==> config.mk <==
export PLATFORM = sky130hd
export DESIGN_NAME = mul_sequencer
export DESIGN_NICKNAME = d
export VERILOG_FILES = /design/src/rtl/mul_sequencer.sv
export SDC_FILE = /design/constraint.sdc
export NUM_CORES = 1
export LEC_CHECK = 0
export CORE_UTILIZATION = 58
export CTS_CLUSTER_DIAMETER = 40
export DETAILED_ROUTE_END_ITERATION = 10
export PLACE_DENSITY = 0.9
export SLEW_MARGIN = 20
export SYNTH_ARGS = -nofsm -noshare
export SYNTH_HDL_FRONTEND = slang
export SYNTH_SLANG_ARGS = --single-unit
export TNS_END_PERCENT = 10
==> constraint.sdc <==
create_clock -name Clock -period 3.1 [get_ports Clock]
set_input_delay 0.31 -clock Clock [delete_from_list [all_inputs] [get_ports Clock]]
set_output_delay 0.31 -clock Clock [all_outputs]
set_load 0.01 [all_outputs]
==> src/rtl/mul_sequencer.sv <==
// mul_sequencer: radix-2 shift-add multiplier, one multiplier bit per cycle.
// Signed operands are multiplied as magnitudes and the product is negated at
// the end when the operand signs differ, giving a fixed, data-independent
// latency of WIDTH+1 cycles from start to the oDone pulse.
//
// Handshake: iStart is a request that is taken on any edge where oBusy=0
// (IDLE or DONE); while oBusy=1 it is ignored. oDone is a one-cycle valid
// with no backpressure; oResult holds the last completed product until the
// next operation finishes. iAbort only acts while oBusy=1.
module mul_sequencer #(
  parameter int WIDTH = 16
) (
  input  logic               Clock,
  input  logic               Reset,
  input  logic               iStart,
  input  logic               iSigned,
  input  logic               iAbort,
  input  logic [WIDTH-1:0]   iOperandA,
  input  logic [WIDTH-1:0]   iOperandB,
  output logic               oBusy,
  output logic               oDone,
  output logic [2*WIDTH-1:0] oResult,
  output logic [1:0]         oState
);

  localparam int CNT_W = (WIDTH > 1) ? $clog2(WIDTH) : 1;
  localparam logic [CNT_W-1:0] LAST_BIT = CNT_W'(WIDTH - 1);

  typedef enum logic [1:0] {
    IDLE = 2'd0,
    RUN  = 2'd1,
    FIX  = 2'd2,
    DONE = 2'd3
  } state_t;

  state_t state_q, state_d;

  logic [2*WIDTH-1:0] mcand_q, mcand_d;   // multiplicand magnitude, shifted left each step
  logic [WIDTH-1:0]   mplier_q, mplier_d; // multiplier magnitude, shifted right each step
  logic [2*WIDTH-1:0] acc_q, acc_d;       // partial product of magnitudes
  logic [CNT_W-1:0]   cnt_q, cnt_d;       // multiplier bits consumed so far
  logic               neg_q, neg_d;       // product must be negated in FIX
  logic [2*WIDTH-1:0] result_q, result_d;

  logic [WIDTH-1:0] mag_a;
  logic [WIDTH-1:0] mag_b;

  // Magnitude of each operand; the most-negative value maps to 2^(WIDTH-1),
  // which is representable as an unsigned WIDTH-bit number.
  assign mag_a = (iSigned && iOperandA[WIDTH-1]) ? -iOperandA : iOperandA;
  assign mag_b = (iSigned && iOperandB[WIDTH-1]) ? -iOperandB : iOperandB;

  // State register; reset wins over every other input.
  always_ff @(posedge Clock) begin
    if (Reset) state_q <= IDLE;
    else       state_q <= state_d;
  end

  // Next-state logic: WIDTH RUN edges, one FIX edge, one DONE cycle.
  always_comb begin
    state_d = state_q;
    case (state_q)
      IDLE: if (iStart) state_d = RUN;
      RUN: begin
        if (iAbort)               state_d = IDLE;
        else if (cnt_q == LAST_BIT) state_d = FIX;
      end
      FIX:     state_d = iAbort ? IDLE : DONE;
      DONE:    state_d = iStart ? RUN : IDLE;
      default: state_d = IDLE;
    endcase
  end

  // Status outputs decoded from the current state.
  always_comb begin
    oBusy  = (state_q == RUN) || (state_q == FIX);
    oDone  = (state_q == DONE);
    oState = state_q;
  end

  // Datapath next-state: capture on start, shift-add in RUN, sign fix in FIX.
  always_comb begin
    mcand_d  = mcand_q;
    mplier_d = mplier_q;
    acc_d    = acc_q;
    cnt_d    = cnt_q;
    neg_d    = neg_q;
    result_d = result_q;
    case (state_q)
      IDLE, DONE: begin
        if (iStart) begin
          mcand_d  = {{WIDTH{1'b0}}, mag_a};
          mplier_d = mag_b;
          acc_d    = '0;
          cnt_d    = '0;
          neg_d    = iSigned & (iOperandA[WIDTH-1] ^ iOperandB[WIDTH-1]);
        end
      end
      RUN: begin
        if (mplier_q[0]) acc_d = acc_q + mcand_q;
        mcand_d  = mcand_q << 1;
        mplier_d = mplier_q >> 1;
        cnt_d    = cnt_q + 1'b1;
      end
      FIX: begin
        if (!iAbort) result_d = neg_q ? -acc_q : acc_q;
      end
      default: ;
    endcase
  end

  // Datapath registers; reset clears the result and all working state.
  always_ff @(posedge Clock) begin
    if (Reset) begin
      mcand_q  <= '0;
      mplier_q <= '0;
      acc_q    <= '0;
      cnt_q    <= '0;
      neg_q    <= 1'b0;
      result_q <= '0;
    end else begin
      mcand_q  <= mcand_d;
      mplier_q <= mplier_d;
      acc_q    <= acc_d;
      cnt_q    <= cnt_d;
      neg_q    <= neg_d;
      result_q <= result_d;
    end
  end

  assign oResult = result_q;

endmodule

* Word-level counts from Yosys, hierarchy flattened
Cells that the tools add are included.
Word-level totals: word-level logic and storage cells 52, input port bits 37, output and inout port bits 36, register bits after elaboration 119
Operators by class: add/sub/neg operators 5, bitwise logic cells 3, multiplexer cells 18, equality and inequality tests 8, reduce and logical (&&, ||, !) cells 11
Operators with widths (number):
- 2-to-1 mux 32 bit | 4
- one-hot mux 32 bit (2 select lines) | 2
- 2-to-1 mux 16 bit | 3
- adder 32 bit | 1
- negator 16 bit | 2
- negator 32 bit | 1
- one-hot mux 16 bit (2 select lines) | 1
- 2-to-1 mux 2 bit | 4
- one-hot mux 2 bit (4 select lines) | 1
- one-hot mux 4 bit (2 select lines) | 1
- AND reduction 2 bit | 4
- inequality test 2 bit (second input constant) | 3
- adder 4 x 1 -> 4 bit (second input constant) | 1
- equality test 2 bit (second input constant) | 2
- equality test 4 bit (second input constant) | 1
- 2-to-1 mux 4 bit | 1
- inequality test 3 bit (second input constant) | 1
- AND reduction 3 bit | 1
- equality test 2 x 1 -> 1 bit (second input constant) | 1
- logical AND 1 bit | 2
- logical NOT 2 bit | 1
- nonzero test 2 bit | 1
- OR reduction 2 bit | 1
- AND 1 bit | 1
- 4 further kinds | 4

* Logic depth before layout (Yosys ltp)
depth in word-level cells 4, gate-level depth with buffers 11, depth with buffers taken out 11

* Worst setup path after synthesis
OpenSTA, ideal clock, no wires.
path type register -> register, from reg acc_q[17], to reg acc_q[31], slack 0.500 ns, data required time 3.027 ns, setup time 0.073 ns, period minus slack after synthesis 2.600 ns, buffers on the path 0, data arrival time 2.527 ns, stages on the path, launching flop included 9, cells stage by stage dfxtp_1 ha_1 and3_2 a221o_1 nor4_2 nor4b_1 o31a_1 or4_1 o211ai_2
On the way: word-level cells in the longest chain between the ends 3
Ends and longest elaborated chain:
- from (decl) | line 40 | logic [2*WIDTH-1:0] acc_q, acc_d;
- from (signal assigned) | line 117 | acc_q <= '0;
- from (signal assigned) | line 124 | acc_q <= acc_d;
- adder 32 bit | line 100 | if (mplier_q[0]) acc_d = acc_q + mcand_q;
- 2-to-1 mux 32 bit | line 100
- one-hot mux 32 bit (2 select lines) | line 89 | case (state_q)
Every way passes these cells. The select of a mux whose other input is x is not followed. A chain may end at the register's enable or synchronous reset.

* Worst setup path after layout
Ends and elaborated chain as after synthesis.

==> impl_metrics.ini <==
[sta]
hold_viol = 0
slew_headroom = 0.309
worst_pin_slew_ns = 1.04
setup_tns_ns = 0
rsz0062_at_grt = no
fin_crit_ns = 2.88
layout_worst_path_cycle_share = 0.928
fmax_mhz = 348
slew_viol_final = 0
finalClockSkew_ns = 0.00897
post-route-worst-setup-slack_ns = 0.222
setup_viol = 0

[clock_tree]
cts_hold_buf = 0
cts_root_buf = clkbuf_16
clockBufferDepth = 2
cts_max_level = 4
post-cts-setup-buffers = 0
tritoncts = built
cts.sinks = 119
numCtsBuffers = 17
insertion_delay_ns = 0.43
clk_pin_slew_ns = 0.05

[floorplanning]
start_util = 0.593
ios = 73
fp.dieH_um = 115
die_area_um2 = 13300
dieWidth_um = 115
core_um2 = 12600
core.rowCount = 41

[run_status]
status = finished, final reports clean

[setup_path]
slowest_delay_ns = 0.48
cp_max_fo = 6
startpoint = acc_q[17]$_SDFFE_PP0P_
arrival_ns = 3.23
r2r-end = acc_q[31]$_SDFFE_PP0P_
crit_slowest_cell = or4_1
crit_path_cell_trace = ha_1 -> and3_2 -> a221o_1 -> nor4_2 -> nor4b_1 -> o31a_1 -> or4_1 -> o211ai_2
cp-endpoint = acc_q[31]$_SDFFE_PP0P_
r2r_slack_ns = 0.22
cp.required_ns = 3.45
r2r-start = acc_q[17]$_SDFFE_PP0P_
start_kind = register
rr_worst_depth = 8
cp-end-kind = register
crit_type = reg -> reg

[layout]
num-fill-cells = 984
final_cell_mix = nand2_1, dfxtp_1, a21oi_1, nor2_1, clkdlybuf4s50_1
antenna_cells = 0
mostFrequentLayoutCell = nand2_1
seq_area_um2 = 2380
multiInputGateArea_um2 = 4810
fin_nets = 1101
drive_gt1_frac = 0.0647
area_delta_synth_final_pct = 19.3

[power]
sw_frac_of_total = 0.277
intPower_mw = 3.02
power.density_nw_per_um2 = 470
clockPowerShare = 0.440
seq_power_share = 0.396
p_switching_mw = 1.16
peakVddDrop_mv = 0.354
leakagePower_nw = 3.43
combPwrFrac = 0.163

[worst_hold_path]
hp-class = in -> reg

[global_route]
busiest_layer = met2
grt_pass1_vias = 6500
grt_use_total = 0.293
met2_usage = 0.473
gr-usage-met1 = 0.383
grt_antenna_before_repair = 0
gr-total-overflow = 0
use_met3 = 0.0601
grt_max_degree = 99
grt_pass1_wl_um = 30800

[detailed_routing]
viasPerCell = 5.92
wl_per_cell_um = 15.4
first_pass_iters = 5
drt-total-wl_um = 18600
drc = 0
drt_iter0_drc = 578
ant_nets = 0
vias = 7149

[logic_synthesis]
async_flop_share = 0
avgSynthCellArea_um2 = 7.70
synth_edf_count = 0
syn-num-nets = 1045
synth-seq-area-share = 0.320
synth-seq-cells = 119
synth.distinct_cells = 67
yosys_warnings = 0
syn_area_um2 = 7450
syn_inst = 967
synth-main-ff-cell = dfxtp_1

[place]
dp_slack_ns = 0.155
gp_congestion = 1.00
port_buffers = 72
hpwl_um = 13000

[run]
maxCapViolations = 0
==> worst min path at each step <==
stage | from | cells past startpoint | endpoint
4_1_cts | Reset | 2 | mcand_q[17]$_SDFFE_PP0P_
3_3_place_gp | mplier_q[1]$_SDFFE_PP0P_ | 2 | mplier_q[1]$_SDFFE_PP0P_
5_1_grt | Reset | 2 | mcand_q[16]$_SDFFE_PP0P_
3_5_place_dp | mplier_q[5]$_SDFFE_PP0P_ | 2 | mplier_q[5]$_SDFFE_PP0P_
2_1_floorplan | mplier_q[1]$_SDFFE_PP0P_ | 2 | mplier_q[1]$_SDFFE_PP0P_
6_report | Reset | 2 | mcand_q[17]$_SDFFE_PP0P_
==> cell type report <==
| cell class | count | area share |
|---|---|---|
| multi-input cells | 776 | 0.542 |
| flip-flops and latches | 119 | 0.268 |
| repair buffers | 88 | 0.0943 |
| clock buffers | 22 | 0.0545 |
| well taps | 172 | 0.0242 |
| inverters | 21 | 0.00887 |
| clock inverters | 9 | 0.00845 |
==> state kept, by name, indices dropped and copies added, names as in the netlist <==
signal,flops
mplier_q,16
cnt_q,4
acc_q,32
oResult,32
mcand_q,32
oState,2
neg_q,1
==> power by group through the flow <==
stage          clock network [mW]  registers, mW  logic [mW]
2_1_floorplan                   0           1.67       0.452
3_3_place_gp                    0           1.68       0.650
3_5_place_dp                    0           1.68       0.666
4_1_cts                      1.86           1.65       0.674
5_1_grt                      1.92           1.66       0.752
6_report                     1.84           1.66       0.682
==> synth_stat cells (all sizes together) (3+ instances only) <==
| cell type | count | area (um^2) |
|---|---|---|
| xnor2 | 33 | 289 |
| o31ai | 15 | 113 |
| nor3 | 15 | 80.1 |
| xor2 | 45 | 394 |
| o41ai | 5 | 51.3 |
| a211oi | 35 | 263 |
| nand2 | 150 | 563 |
| a311oi | 3 | 26.3 |
| a32oi | 3 | 26.3 |
| and3 | 7 | 48.8 |
| and3b | 3 | 26.3 |
| clkbuf | 45 | 169 |
| nand3 | 26 | 130 |
| or3 | 5 | 36.3 |
| mux2i | 8 | 80.1 |
| o211ai | 15 | 118 |
| a31oi | 5 | 31.3 |
| or4 | 8 | 63.8 |
| o21bai | 9 | 67.6 |
| buf | 6 | 31.3 |
| ha | 40 | 500 |
| nor2b | 6 | 37.5 |
| nor2 | 92 | 345 |
| o21ai | 59 | 295 |
| a21oi | 103 | 515 |
| nor4 | 10 | 83.8 |
| a22oi | 12 | 90.1 |
| o21a | 6 | 45.0 |
| nand2b | 10 | 62.6 |
| and2 | 5 | 31.3 |
| a21o | 15 | 114 |
| inv | 21 | 78.8 |
| dfxtp | 119 | 2380 |
==> worst max-delay path: cells and delay by family, from the launching register on <==
family                   cells  cell delay, ns
AO/OA/AOI/OAI                3            0.73
adder cells (fa/ha/maj)      1            0.33
flip-flops                   1            0.42
AND/OR/NAND/NOR              4            1.33
==> logic make-up (layout without fill, tap and decap cells) <==
| kind of cell | Yosys count | count (layout) | synth area share |
|---|---|---|---|
| compound gates | 301 | 301 | 0.256 |
| buf+inv | 72 | 140 | 0.0375 |
| flops | 119 | 119 | 0.320 |
| simple gates | 348 | 348 | 0.214 |
| mux | 8 | 8 | 0.0107 |
| fa+ha+maj | 41 | 41 | 0.0699 |
| xor+xnor | 78 | 78 | 0.0917 |
==> repair_timing <==
item,4_1_cts,5_1_grt
resized for setup,0,1
hold endpoints to repair,0,0
setup endpoints to repair,0,4
==> metal layers <==
metal	part of all wire	up-vias
met5	0	-
met4	0.021	0
met3	0.081	38
met2	0.45	295
met1	0.45	3241
li1	-	3575
==> through the flow <==
stage / util / std cells / hold slack (ns) / total power, mW / area (um^2)
after global placement: 0.662 / 1176 / 0.437 / 2.33 / 8320
after global routing: 0.707 / 1207 / 0.117 / 4.34 / 8890
after CTS: 0.707 / 1207 / 0.106 / 4.18 / 8880
after detailed placement: 0.662 / 1176 / 0.445 / 2.35 / 8320
after floorplan: - / 967 / 0.432 / 2.12 / 7450
final: 0.707 / 1207 / 0.120 / 4.18 / 8890
(Power assumes the default switching activity.)
